File: src/rtl/priority_decoder_seq.sv
// priority_decoder_seq: regenerates a registered one-hot line from an encoded index,
// holding each line HOLD cycles behind a valid/ready handshake.
module priority_decoder_seq #(
  parameter int N    = 4,
  parameter int W    = 2,
  parameter int HOLD = 3
) (
  input  logic         clk,
  input  logic         rst_n,
  input  logic         s_valid,
  output logic         s_ready,
  input  logic [W-1:0] s_code,
  input  logic         s_any,
  output logic [N-1:0] d_onehot,
  output logic         d_active,
  output logic         d_last,
  output logic         err
);
  localparam int CW = $clog2(HOLD + 1);
  localparam logic [W:0] N_W = N[W:0];
  typedef enum logic {S_IDLE, S_HOLD} state_t;
  state_t        r_state;
  logic [CW-1:0] r_cnt;
  logic [N-1:0]  r_onehot;
  logic          r_err;
  logic          w_cnt_zero, w_accept, w_in_range, w_load;
  assign w_cnt_zero = r_cnt == '0;
  assign s_ready    = (r_state == S_IDLE) | (r_state == S_HOLD & w_cnt_zero);
  assign w_accept   = s_valid & s_ready;
  assign w_in_range = {1'b0, s_code} < N_W;
  assign w_load     = w_accept & s_any & w_in_range;
  assign d_onehot   = r_onehot;
  assign d_active   = |r_onehot;
  assign d_last     = d_active & w_cnt_zero;
  assign err        = r_err;
  // A reload in the last hold cycle replaces the line directly, so no idle gap appears.
  always_ff @(posedge clk or negedge rst_n)
    if (!rst_n) begin
      r_state  <= S_IDLE;
      r_cnt    <= '0;
      r_onehot <= '0;
      r_err    <= 1'b0;
    end else begin
      r_err <= w_accept & s_any & ~w_in_range;
      if (w_accept) begin
        r_onehot <= w_load ? N'(1) << s_code : '0;
        r_state  <= w_load ? S_HOLD : S_IDLE;
        r_cnt    <= w_load ? CW'(HOLD - 1) : '0;
      end else if (r_state == S_HOLD) begin
        r_onehot <= w_cnt_zero ? '0 : r_onehot;
        r_state  <= w_cnt_zero ? S_IDLE : S_HOLD;
        r_cnt    <= w_cnt_zero ? r_cnt : r_cnt - CW'(1);
      end
    end
endmodule

File: config.mk
export PLATFORM = sky130hd
export DESIGN_NAME = priority_decoder_seq
export DESIGN_NICKNAME = d
export VERILOG_FILES = /design/src/rtl/priority_decoder_seq.sv
export SDC_FILE = /design/constraint.sdc
export NUM_CORES = 1
export LEC_CHECK = 0
export CAP_MARGIN = 10
export CELL_PAD_IN_SITES_DETAIL_PLACEMENT = 0
export CELL_PAD_IN_SITES_GLOBAL_PLACEMENT = 2
export CORE_AREA = 5 5 45 47
export CTS_BUF_LIST = sky130_fd_sc_hd__clkbuf_4
export CTS_CLUSTER_SIZE = 25
export DETAILED_ROUTE_END_ITERATION = 6
export DIE_AREA = 0 0 50 52
export GPL_ROUTABILITY_DRIVEN = 0
export PLACE_DENSITY = 0.8
export SETUP_SLACK_MARGIN = 0.1
export SYNTH_ARGS = -nofsm -noshare
export SYNTH_HDL_FRONTEND = slang
export SYNTH_SLANG_ARGS = --single-unit
export TNS_END_PERCENT = 5
File: constraint.sdc
create_clock -name clk -period 1.5 [get_ports clk]
set_input_delay 0.15 -clock clk [delete_from_list [all_inputs] [get_ports clk]]
set_output_delay 0.15 -clock clk [all_outputs]
set_load 0.01 [all_outputs]
# == Yosys cells after proc, flatten, opt, wreduce, memory -nomap -nowiden ==
# Cells that the tools add are included.
# word_totals
romBits,0
word_cells,30
inputBits,6
ff_bits,7
ram_bits,0
latch_bits,0
n_memories,0
# classes
n_lt_le_gt_ge,0
reduce_logical,6
n_bitwise,6
eq_ne,1
shift,1
mux,12
add_sub_neg,1
div_mod_pow,0
mul,0
# op_table
cell,count
two-way mux 4 bit,4
two-way mux 2 bit,4
AND 1 bit,4
two-way mux 1 bit,4
AND reduction 2 bit,2
nonzero test 2 bit,2
OR reduction 4 bit,1
<< shifter 1 x 2 -> 4 bit (first input constant),1
zero test 2 bit,1
inequality test 2 x 1 -> 1 bit (second input constant),1
subtractor 2 x 1 -> 2 bit (second input constant),1
inverter 1 bit,1
OR 1 bit,1

# == Depth between registers and ports, before layout ==
# Gate-level depths: netlist of run 1.
# logic_depth
word_depth,7
depth_mapped,5

# == Least setup slack after synthesis of run 1 ==
# No wires, ideal clock.
# synth_path
path_type,register -> output
startpoint,"reg r_onehot[1], in the netlist d_onehot[1]"
endpoint,out d_last
stages_incl_launch_ff,3
arrival_time_ns,1.152
t_required_ns,1.350
path_buffers,0
path_slack_ns,0.198
cell_sequence,dfrtp_1 > or4_4 > and2_4
# synth_between
elab_chain_cells,2
# synth_lines
item,line,text
"start, declared",24,logic [N-1:0] r_onehot;
"start signal, assigned",46,r_onehot <= w_load ? N'(1) << s_code : '0;
"start signal, assigned",50,r_onehot <= w_cnt_zero ? '0 : r_onehot;
OR reduction 4 bit,33,assign d_active = |r_onehot;
named net d_active,15,"output logic d_active,"
AND 1 bit,34,assign d_last = d_active & w_cnt_zero;
"end, declared",16,"output logic d_last,"
# The timed path passes the listed nets, and every way through them passes these cells.

# == Worst setup path after layout of run 1 ==
# layout_path
startpoint,"reg r_onehot[1], in the netlist d_onehot[1]"
endpoint,out d_last
# layout_between
elab_chain_cells,2
# layout_lines
item,line
OR reduction 4 bit,33
AND 1 bit,34
# No other way between the ends.

==> impl_metrics.tcl, run 1 <==
set metrics [dict create \
    synth.yosys.warnings 0 \
    syn-mean-instance-area_um2 10.4 \
    final_max_slew_viol_count 0 \
    leakage_power_nw 0.325 \
    fp.dieH_um 52 \
    floorplan.io_pins 14 \
    detailed_placement_hpwl_um 656 \
    grt_pass1_vias 330 \
    detail-route-antenna-nets 0 \
    antennaDiodeCount 0 \
    cts_max_level 1 \
    cts.path.max_buffers 2 \
    number_of_hold_buffers_added_after_cts 0 \
    fmax_ghz 0.642 \
    floorplan.die_area_um2 2600 \
    p_per_area_nw_per_um2 1750 \
    finalHoldViolCount 0 \
    setup_ws_ns -0.0584 \
    antenna_found_initial 0 \
    ir_drop_v 0.000555 \
    holdCritPathClass "input pin to asynchronous set/reset pin" \
    via_per_inst 4.16 \
    place_ws_ns -0.177 \
    tritoncts_num_sinks 7 \
    worstPathMaxFanout 2 \
    cp_data_arrival_time_ns 1.41 \
    drt_first_pass_iters 1 \
    floorplan.initialDensity_pct 22.6 \
    critPathCaptureType "primary output" \
    worst-r2r-cell-count 5 \
    fin_total_pwr_w 0.00107 \
    netlist_area_pre_place_um2 365 \
    nNetsFinal 67 \
    drt_wl_total_um 812 \
    post-route-period-util_pct 104 \
    share_of_yosys_cell_area_claimed_by_the_top_area_cell_type_pct 47.9 \
    first_iter_violations 0 \
    port_buffers 12 \
    grt.overflow.total 0 \
    worst_skew_pair_latency_ns 0.25 \
    yosys.area.top_type "sky130_fd_sc_hd__dfrtp_1" \
    report.final.setup_viol 1 \
    wl_per_cell_um 10.7 \
    post_synth_main_area_contributors "sky130_fd_sc_hd__dfrtp_1 48%, sky130_fd_sc_hd__o32ai_1 9.6%, sky130_fd_sc_hd__mux2i_1 8.2%" \
    cts_tree "done" \
    synth_cell_type_count 14 \
    wire_length_of_the_first_global_routing_pass_mm 1.39 \
    core_region_area_um2 1610 \
    synthesis.instances 35 \
    die_w_um 50 \
    cap_violations 0 \
    post-route-min-period_ns 1.56 \
    drc 0 \
    run_status "finished with violations" \
    num_rows 15 \
    worst_clock_skew_ns 0.000926 \
    layout-drive-gt1-share_pct 40.7 \
    root_buffer "sky130_fd_sc_hd__clkbuf_4" \
    holdWs_ns 0.165 \
    rsz0062_at_grt "yes" \
    critical_path_source_type "flop" \
    globalRouteTotalUtil_pct 7.49 \
    cp.required_ns 1.35 \
    detailroute.via_count 316 \
    cts_inserted_buffers 3 \
    worstSetupPathType "flop to primary output" \
    clk_pin_slew_worst_paths_ns 0.05 \
    synth.net_count 42 \
    register_bit_total_from_synthesis 7 \
    area_delta_synth_final_pct 67.1 \
    grt_start_max_net_pins 8 \
    violations "negative setup slack" \
    ys_seq_area_share_pct 47.9 \
]
==> power by group <==
group	switching, W	internal [W]	total (W)
logic	0.000243	0.000350	0.000594
registers	0.0000332	0.000254	0.000287
clock network	0.0000664	0.000119	0.000186
==> path summary, 6_finish.rpt <==
path / startpoint / to / slack (ns)
setup / recovery: d_onehot[1] / d_last / -0.06
hold / removal: rst_n / d_onehot[2] / 0.16
setup reg to reg: r_cnt[1] / d_onehot[0] / 0.16
hold reg to reg: r_cnt[0] / r_cnt[0] / 0.55
max in group asynchronous: rst_n / r_cnt[1] / 1.09
min in group clk: r_cnt[0] / r_cnt[0] / 0.55
==> what timing repair did <==
action / CTS / global route
setup buffers: 1 / 0
pin swaps: 2 / 2
endpoints found under the setup margin: 5 / 6
resized for setup: 16 / 6
==> Yosys cell counts, drive strengths merged <==
master / n
inv: 7
mux2: 1
dfrtp: 7
and2: 1
or4: 1
o32ai: 4
buf: 1
conb: 1
ha: 1
or2: 1
and2b: 1
nand2: 3
nand2b: 3
mux2i: 3
==> metal layers <==
layer  global-route usage (%)  vias up  wire [µm]
li1                         -      164          -
met5                        0        -          0
met1                     8.74      142        355
met2                     10.3        8        390
met3                     1.43        2         43
met4                     9.17        0         22
==> placed cells by master (no fill, tap or decap) <==
| cell | synthesis | routed |
|---|---|---|
| sky130_fd_sc_hd__o32ai_2 | 0 | 2 |
| sky130_fd_sc_hd__clkbuf_4 | 0 | 4 |
| sky130_fd_sc_hd__nand2b_1 | 3 | 3 |
| sky130_fd_sc_hd__buf_4 | 1 | 9 |
| sky130_fd_sc_hd__o32ai_1 | 4 | 2 |
| sky130_fd_sc_hd__mux2_2 | 1 | 1 |
| sky130_fd_sc_hd__inv_2 | 0 | 1 |
| sky130_fd_sc_hd__nand2_1 | 3 | 3 |
| sky130_fd_sc_hd__ha_2 | 0 | 1 |
| sky130_fd_sc_hd__buf_2 | 0 | 1 |
| sky130_fd_sc_hd__inv_1 | 7 | 6 |
| sky130_fd_sc_hd__dlygate4sd2_1 | 0 | 3 |
| sky130_fd_sc_hd__mux2i_1 | 3 | 3 |
| sky130_fd_sc_hd__conb_1 | 1 | 1 |
| sky130_fd_sc_hd__clkdlybuf4s50_1 | 0 | 5 |
| sky130_fd_sc_hd__buf_6 | 0 | 2 |
| sky130_fd_sc_hd__or2_2 | 1 | 1 |
| sky130_fd_sc_hd__dlymetal6s2s_1 | 0 | 1 |
| sky130_fd_sc_hd__dfrtp_1 | 7 | 7 |
| sky130_fd_sc_hd__or4_4 | 1 | 1 |
| sky130_fd_sc_hd__and2_4 | 1 | 1 |
| sky130_fd_sc_hd__and2b_1 | 1 | 1 |
==> stage by stage <==
step	cells	util [%]	setup TNS, ns	area (µm²)
6_report	76	37.8	-0.0584	611
5_1_grt	76	37.8	-0.0944	611
4_1_cts	76	36.2	-0.0707	584
3_5_place_dp	71	34.7	-0.234	559
3_3_place_gp	71	34.7	-0.216	559
2_1_floorplan	35	-	0	365
==> logic make-up after synthesis <==
kind of cell | after synthesis | synth area share, %
compound gates | 4 | 9.59
fa+ha+maj | 1 | 3.42
mux | 4 | 11.3
buf+inv | 8 | 9.25
other cells | 1 | 1.03
simple gates | 10 | 17.5
flops | 7 | 47.9
==> worst max-delay path: stages, from the launching register on <==
cell                      delay (ns)
sky130_fd_sc_hd__dfrtp_1        0.37
sky130_fd_sc_hd__or4_4          0.53
sky130_fd_sc_hd__and2_4         0.15
sky130_fd_sc_hd__buf_6          0.11
==> state kept, by name (all words and copies together), names as in the netlist <==
signal / cells
d_onehot: 4
r_cnt: 2
r_state: 1
==> layout make-up <==
cell class              instances  area (µm²)
fillers                       165        1000
repair buffers                 21         184
clock buffers                   4        30.0
well taps                      17        21.3
multi-input cells              20         174
inverters                       7        26.3
flip-flops and latches          7         175
Note: power is estimated with default switching activity, not from simulation.
==> run 2: changes to the inputs <==
--- a/config.mk
+++ b/config.mk
@@ -5,7 +5,6 @@
 export SDC_FILE = /design/constraint.sdc
 export NUM_CORES = 1
 export LEC_CHECK = 0
-export CAP_MARGIN = 10
 export CELL_PAD_IN_SITES_DETAIL_PLACEMENT = 0
 export CELL_PAD_IN_SITES_GLOBAL_PLACEMENT = 2
 export CORE_AREA = 5 5 45 47
==> results of run 2 <==
The final DEF is identical to that of run 1; final timing and power are the same.
